<file path="src/rtl/qu_res_st_issue_sched.sv">
// Round-robin issue scheduler for the reservation station: selects one ready entry per cycle.
// Optional perf counters are enabled by defining QU_ISSUE_SCHED_PERF_CNT_EN.
module qu_res_st_issue_sched #(
   parameter int DEPTH  = 32,
   parameter int ADDR_W = 5
) (
   input  logic              clk,
   input  logic              rst_n,
   input  logic              flush_i,
   input  logic [DEPTH-1:0]  busy_i,
   input  logic [DEPTH-1:0]  src_rdy_i,
   output logic              issue_valid_o,
   input  logic              issue_ready_i,
   output logic [ADDR_W-1:0] issue_idx_o,
   output logic              issue_clr_o,
   output logic [ADDR_W-1:0] issue_clr_idx_o
`ifdef QU_ISSUE_SCHED_PERF_CNT_EN
   ,
   output logic [31:0]       perf_issued_o,
   output logic [31:0]       perf_stall_o
`endif
);

   logic              valid_q, valid_d;
   logic [ADDR_W-1:0] idx_q, idx_d;
   logic [ADDR_W-1:0] rr_q, rr_d;
   logic              clr_q, clr_d;
   logic [ADDR_W-1:0] clr_idx_q, clr_idx_d;
   logic [DEPTH-1:0]  pending_q, pending_d;

   logic [DEPTH-1:0]  hold_mask;
   logic [DEPTH-1:0]  elig;
   logic [DEPTH-1:0]  elig_hi;
   logic              hs;
   logic              load;
   logic              any_hi, any_lo;
   logic [ADDR_W-1:0] win_hi, win_lo;
   logic              grant;
   logic [ADDR_W-1:0] winner;
   logic [ADDR_W-1:0] rr_next;

   // Eligibility and round-robin pick: prefer the lowest eligible index at or above rr_q, else wrap.
   always_comb begin
      hold_mask = '0;
      if (valid_q) begin
         hold_mask[idx_q] = 1'b1;
      end
      elig    = busy_i & src_rdy_i & ~pending_q & ~hold_mask;
      elig_hi = elig & ~((DEPTH'(1) << rr_q) - DEPTH'(1));
      hs      = valid_q & issue_ready_i;
      load    = ~valid_q | hs;

      any_hi = 1'b0;
      any_lo = 1'b0;
      win_hi = '0;
      win_lo = '0;
      for (int i = DEPTH - 1; i >= 0; i--) begin
         if (elig[i]) begin
            any_lo = 1'b1;
            win_lo = ADDR_W'(i);
         end
         if (elig_hi[i]) begin
            any_hi = 1'b1;
            win_hi = ADDR_W'(i);
         end
      end
      grant   = any_lo;
      winner  = any_hi ? win_hi : win_lo;
      rr_next = (winner == ADDR_W'(DEPTH - 1)) ? '0 : winner + ADDR_W'(1);
   end

   // Next-state: handshake marks the entry pending and pulses the clear; flush overrides everything.
   always_comb begin
      valid_d   = valid_q;
      idx_d     = idx_q;
      rr_d      = rr_q;
      clr_d     = 1'b0;
      clr_idx_d = clr_idx_q;
      pending_d = pending_q & busy_i;

      if (hs) begin
         pending_d[idx_q] = 1'b1;
         clr_d            = 1'b1;
         clr_idx_d        = idx_q;
      end

      if (load) begin
         if (grant) begin
            valid_d = 1'b1;
            idx_d   = winner;
            rr_d    = rr_next;
         end else begin
            valid_d = 1'b0;
         end
      end

      if (flush_i) begin
         valid_d   = 1'b0;
         pending_d = '0;
         rr_d      = '0;
         clr_d     = 1'b0;
         clr_idx_d = clr_idx_q;
      end
   end

   always_ff @(posedge clk or negedge rst_n) begin
      if (!rst_n) begin
         valid_q   <= 1'b0;
         idx_q     <= '0;
         rr_q      <= '0;
         clr_q     <= 1'b0;
         clr_idx_q <= '0;
         pending_q <= '0;
      end else begin
         valid_q   <= valid_d;
         idx_q     <= idx_d;
         rr_q      <= rr_d;
         clr_q     <= clr_d;
         clr_idx_q <= clr_idx_d;
         pending_q <= pending_d;
      end
   end

   assign issue_valid_o   = valid_q;
   assign issue_idx_o     = idx_q;
   assign issue_clr_o     = clr_q;
   assign issue_clr_idx_o = clr_idx_q;

`ifdef QU_ISSUE_SCHED_PERF_CNT_EN
   logic [31:0] issued_q, issued_d;
   logic [31:0] stall_q, stall_d;

   // Counters survive flush and wrap naturally at 2^32.
   always_comb begin
      issued_d = issued_q + {31'd0, hs};
      stall_d  = stall_q + {31'd0, valid_q & ~issue_ready_i};
   end

   always_ff @(posedge clk or negedge rst_n) begin
      if (!rst_n) begin
         issued_q <= '0;
         stall_q  <= '0;
      end else begin
         issued_q <= issued_d;
         stall_q  <= stall_d;
      end
   end

   assign perf_issued_o = issued_q;
   assign perf_stall_o  = stall_q;
`endif

   a_valid_entry_busy: assert property (@(posedge clk) disable iff (!rst_n)
      (issue_valid_o && !flush_i) |-> busy_i[issue_idx_o]);

endmodule

</file>
<file path="config.mk">
export PLATFORM = sky130hd
export DESIGN_NAME = qu_res_st_issue_sched
export DESIGN_NICKNAME = d
export VERILOG_FILES = /design/src/rtl/qu_res_st_issue_sched.sv
export SDC_FILE = /design/constraint.sdc
export NUM_CORES = 1
export LEC_CHECK = 0
export ABC_CLOCK_PERIOD_IN_PS = 7080
export CORE_ASPECT_RATIO = 0.7
export CORE_MARGIN = 1.5
export CORE_UTILIZATION = 43
export DETAILED_ROUTE_END_ITERATION = 10
export HOLD_SLACK_MARGIN = 0.06
export PLACE_DENSITY = 0.7
export SETUP_SLACK_MARGIN = 0.02
export SYNTH_ARGS = -nofsm -noshare
export SYNTH_HDL_FRONTEND = slang
export SYNTH_SLANG_ARGS = --single-unit
</file>
<file path="constraint.sdc">
create_clock -name clk -period 7.08 [get_ports clk]
set_clock_uncertainty 0.15 [all_clocks]
set_input_delay 0.708 -clock clk [delete_from_list [all_inputs] [get_ports clk]]
set_output_delay 0.708 -clock clk [all_outputs]
set_load 0.01 [all_outputs]
</file>
==> results.md <==
- Outcome: finished clean
- Ys flop type: dfrtp_1
- GR Util All Layers: 0.3072
- Worst Setup End Kind: flop
- Antenna Nets Post-Route: 0
- Vias per inst: 6.927
- Post-synth EDFFs: 0
- Worst Path Required: 7.12 ns
- Initial DRC count: 697
- Metal-1 WL: 8126 microns
- Max-cap violation count: 0
- Die Ht: 89.85 microns
- Final setup TNS: 0 ns
- Hold_sp: issue_clr_idx_o[0]$_DFFE_PN0P_
- Max Slew Vio Count: 0
- TritonCTS clock tree: built
- Met3 wire len: 1620 microns
- Largest net degree at the start of global routing: 50
- Worst slew pin tran: 0.9453 ns
- Hold Crit Endpoint: issue_clr_idx_o[0]$_DFFE_PN0P_
- Synth area leader: dfrtp_1
- Die area: 0.01142 sq mm
- R2R cell count: 19
- Worst vdd ir: 263.5 uV
- Syn-to-layout area delta: 20.63%
- Total number of vias: 5292
- Power Density: 297.9 mW/mm^2
- # setup viols final: 0
- Number of diodes: 0
- Worst R2R Setup Slack: 1.43 ns
- Initial antenna violation count: 0
- CTS clk-pin slew, worst paths: 0.08 ns
- Async SR Flop Fraction: 1.000
- Share of layout cells above drive strength 1: 0.08228
- DR top layer: met4
- Latest clock arrival within the worst-skew pair: 0.30 ns
- CP max FO: 27
- H-tree depth: 2
- FF-to-FF Start: rr_q[4]$_DFFE_PN0P_
- Initial DRT Pass Iterations: 5
- Fmax: 177.1 MHz
- Final count of hold timing violations: 0
- GRT Residual Overflow: 0
- CTS Sinks: 49
- Seq/Total Area, Yosys: 0.2647
- Share of the synthesized area in the top cell type: 0.2647
- Root buffer cell: clkbuf_16
- Critical Path AT: 5.68 ns
- IO Count: 80
- RSZ-0062 raised after global routing: no
- Worst min path class: flop to flop
- Top post-synthesis cells by area: dfrtp_1 (26%), nand2_1 (8.0%), o22ai_1 (4.7%), a21oi_1 (3.8%), nand3b_1 (3.4%)
- FF+latch count, synth: 49
- DRC: 0
- Buffers on Ports: 79
- Gate Count Post-Synth: 575
- Placed Cells: 756
- Initial core utilization: 0.4457
- # nets final: 702
- Crit Path Class: flop to flop
- Average size of a mapped cell: 8.058 sq um
- Critical R2R Capture: rr_q[3]$_DFFE_PN0P_
- Synth warn: 0
- Post-DR wirelength/cell: 22.87 microns
- Bufs on Longest Clock Path: 2
- Non-filler cells, final: 764
- Vias in the first global route: 5017
- Slew headroom: 0.3698
- Synth Net Count: 646
- First-pass GRT wire length: 27450 microns
- Tcrit/Tclk final: 0.7977
- Hold Path Depth: 2
- Post-cts sizing count: 0
- WL final: 17470 microns
- Startpoint Class: flop
- DR WL met2: 7327 microns
- Global placer's final weighted congestion: 0.9343
- P_leak: 2.152 nW
- TritonCTS Buffers: 5
- Yosys cell types: 95
- Min Tclk post-route: 5.648 ns
- Rows: 31
- Mapped cell area: 0.004633 sq mm
- Die W: 127.1 microns
- DP Wirelength: 13170 microns
- Post-CTS setup repair buffer count: 0
- CTS hold repair buffers: 0
- Core Area: 0.01040 sq mm
-- layout make-up --
cell class	instances	area, sq um
repair buffers	87	845.8
multi-input cells	477	3151
flip-flops and latches	49	1226
fillers	966	4806
clock buffers	5	125.1
well taps	132	165.2
clock inverters	3	33.78
inverters	11	42.54
-- routing by layer --
metal,track usage,vias to the layer above
li1,-,2373
met5,0,-
met2,0.4488,339
met3,0.05714,44
met1,0.4619,2536
met4,0.08049,0
-- cells in the mapped netlist, types with 4 or more instances --
master     instances
o31a_1             4
o31ai_1            6
inv_1              8
buf_4              8
clkbuf_1          11
o221ai_1           4
a221oi_1           5
nor2b_1            4
and2_1             6
o211ai_1           8
a31oi_1            5
nand2b_1           4
nand3b_1          21
nand4_1            6
o2111ai_1          5
nor2_1            23
o22ai_1           35
and3b_1           10
nor3_1            12
a221o_1            4
a211oi_1          20
and4b_1            6
a2111oi_0          4
a21boi_0           4
o21ai_0           18
or2_2              5
dfrtp_1           49
nand3_1           11
a32oi_1            4
a211o_1            8
a21oi_1           35
buf_2             15
a21o_1             8
nand4b_1           8
nand2_1           99
nor4_1             5
-- flip-flops by register name (all words and copies together) (netlist names) --
name	cells
issue_clr_idx_o	5
rr_q	5
issue_idx_o	5
issue_clr_o	1
pending_q	32
issue_valid_o	1
-- report_power, final --
part | switching (mW) | internal, mW
Clock | 0.126 | 0.136
Sequential | 0.111 | 0.314
Combinational | 0.609 | 0.370
Total | 0.846 | 0.819
-- kinds of logic after synthesis --
logic type                 synth area share
adders and majority gates          0.008102
buffers and inverters               0.05536
and+or+nand+nor                      0.3149
AOI/OAI and AO/OA                    0.3438
muxes                              0.009451
DFF                                  0.2647
xor gates and xnor gates           0.003781
-- worst max-delay path, cell delays in order (launching register included) --
cell,delay (ns)
dfrtp_1,0.92
clkinv_1,0.49
nand3_1,0.17
ha_1,0.64
nor2b_1,0.29
nand2_1,0.17
a311oi_2,0.31
o211ai_1,0.29
nor4_2,0.48
nand2_1,0.10
o32a_1,0.43
clkinv_2,0.08
ha_1,0.17
and3_1,0.16
ha_1,0.16
nor2_1,0.04
nand2_1,0.12
a211oi_1,0.08
a21bo_2,0.21
nand3_1,0.06
-- worst max-delay path by stage --
stage	endpoint	from	slack [ns]
floorplan	rr_q[3]$_DFFE_PN0P_	rr_q[2]$_DFFE_PN0P_	2.70
global placement	rr_q[3]$_DFFE_PN0P_	rr_q[4]$_DFFE_PN0P_	1.71
detailed placement	rr_q[3]$_DFFE_PN0P_	rr_q[4]$_DFFE_PN0P_	1.55
CTS	rr_q[3]$_DFFE_PN0P_	rr_q[4]$_DFFE_PN0P_	1.53
global route	rr_q[3]$_DFFE_PN0P_	rr_q[4]$_DFFE_PN0P_	0.80
finish	rr_q[3]$_DFFE_PN0P_	rr_q[4]$_DFFE_PN0P_	1.43
-- cells in the final DEF (no fill, tap or decap), types with 4 or more instances in the layout --
cell	count
a21oi_1	35
nor3_1	12
o21ai_0	18
clkbuf_16	5
nand4_1	6
o31ai_1	6
a211o_1	8
or2_2	5
a211oi_1	20
nand3_1	11
o221ai_1	4
o211ai_1	8
a221o_1	4
a2111oi_0	4
a221oi_1	5
clkdlybuf4s50_1	78
nand4b_1	8
nor4_1	5
buf_4	8
nand2_1	99
a21boi_0	4
a31oi_1	5
o2111ai_1	5
dfrtp_1	49
nand2b_1	4
and3b_1	10
and4b_1	6
and2_1	6
a32oi_1	4
nand3b_1	21
o22ai_1	35
nor2b_1	4
o31a_1	4
nor2_1	23
a21o_1	8
inv_1	8
-- per-stage QoR --
stage | worst slack, ns | utilization | hold WS, ns | instance area (sq um) | total power [mW]
floorplan | 2.704 | - | 0.2624 | 4633 | 1.077
global placement | 1.706 | 0.5224 | 0.3110 | 5430 | 1.378
detailed placement | 1.548 | 0.5224 | 0.3153 | 5430 | 1.370
CTS | 1.531 | 0.5377 | 0.3421 | 5589 | 1.632
global route | 0.7994 | 0.5377 | 0.3816 | 5589 | 1.750
finish | 1.432 | 0.5377 | 0.3394 | 5589 | 1.665
Power figures use the tool's default switching activity.
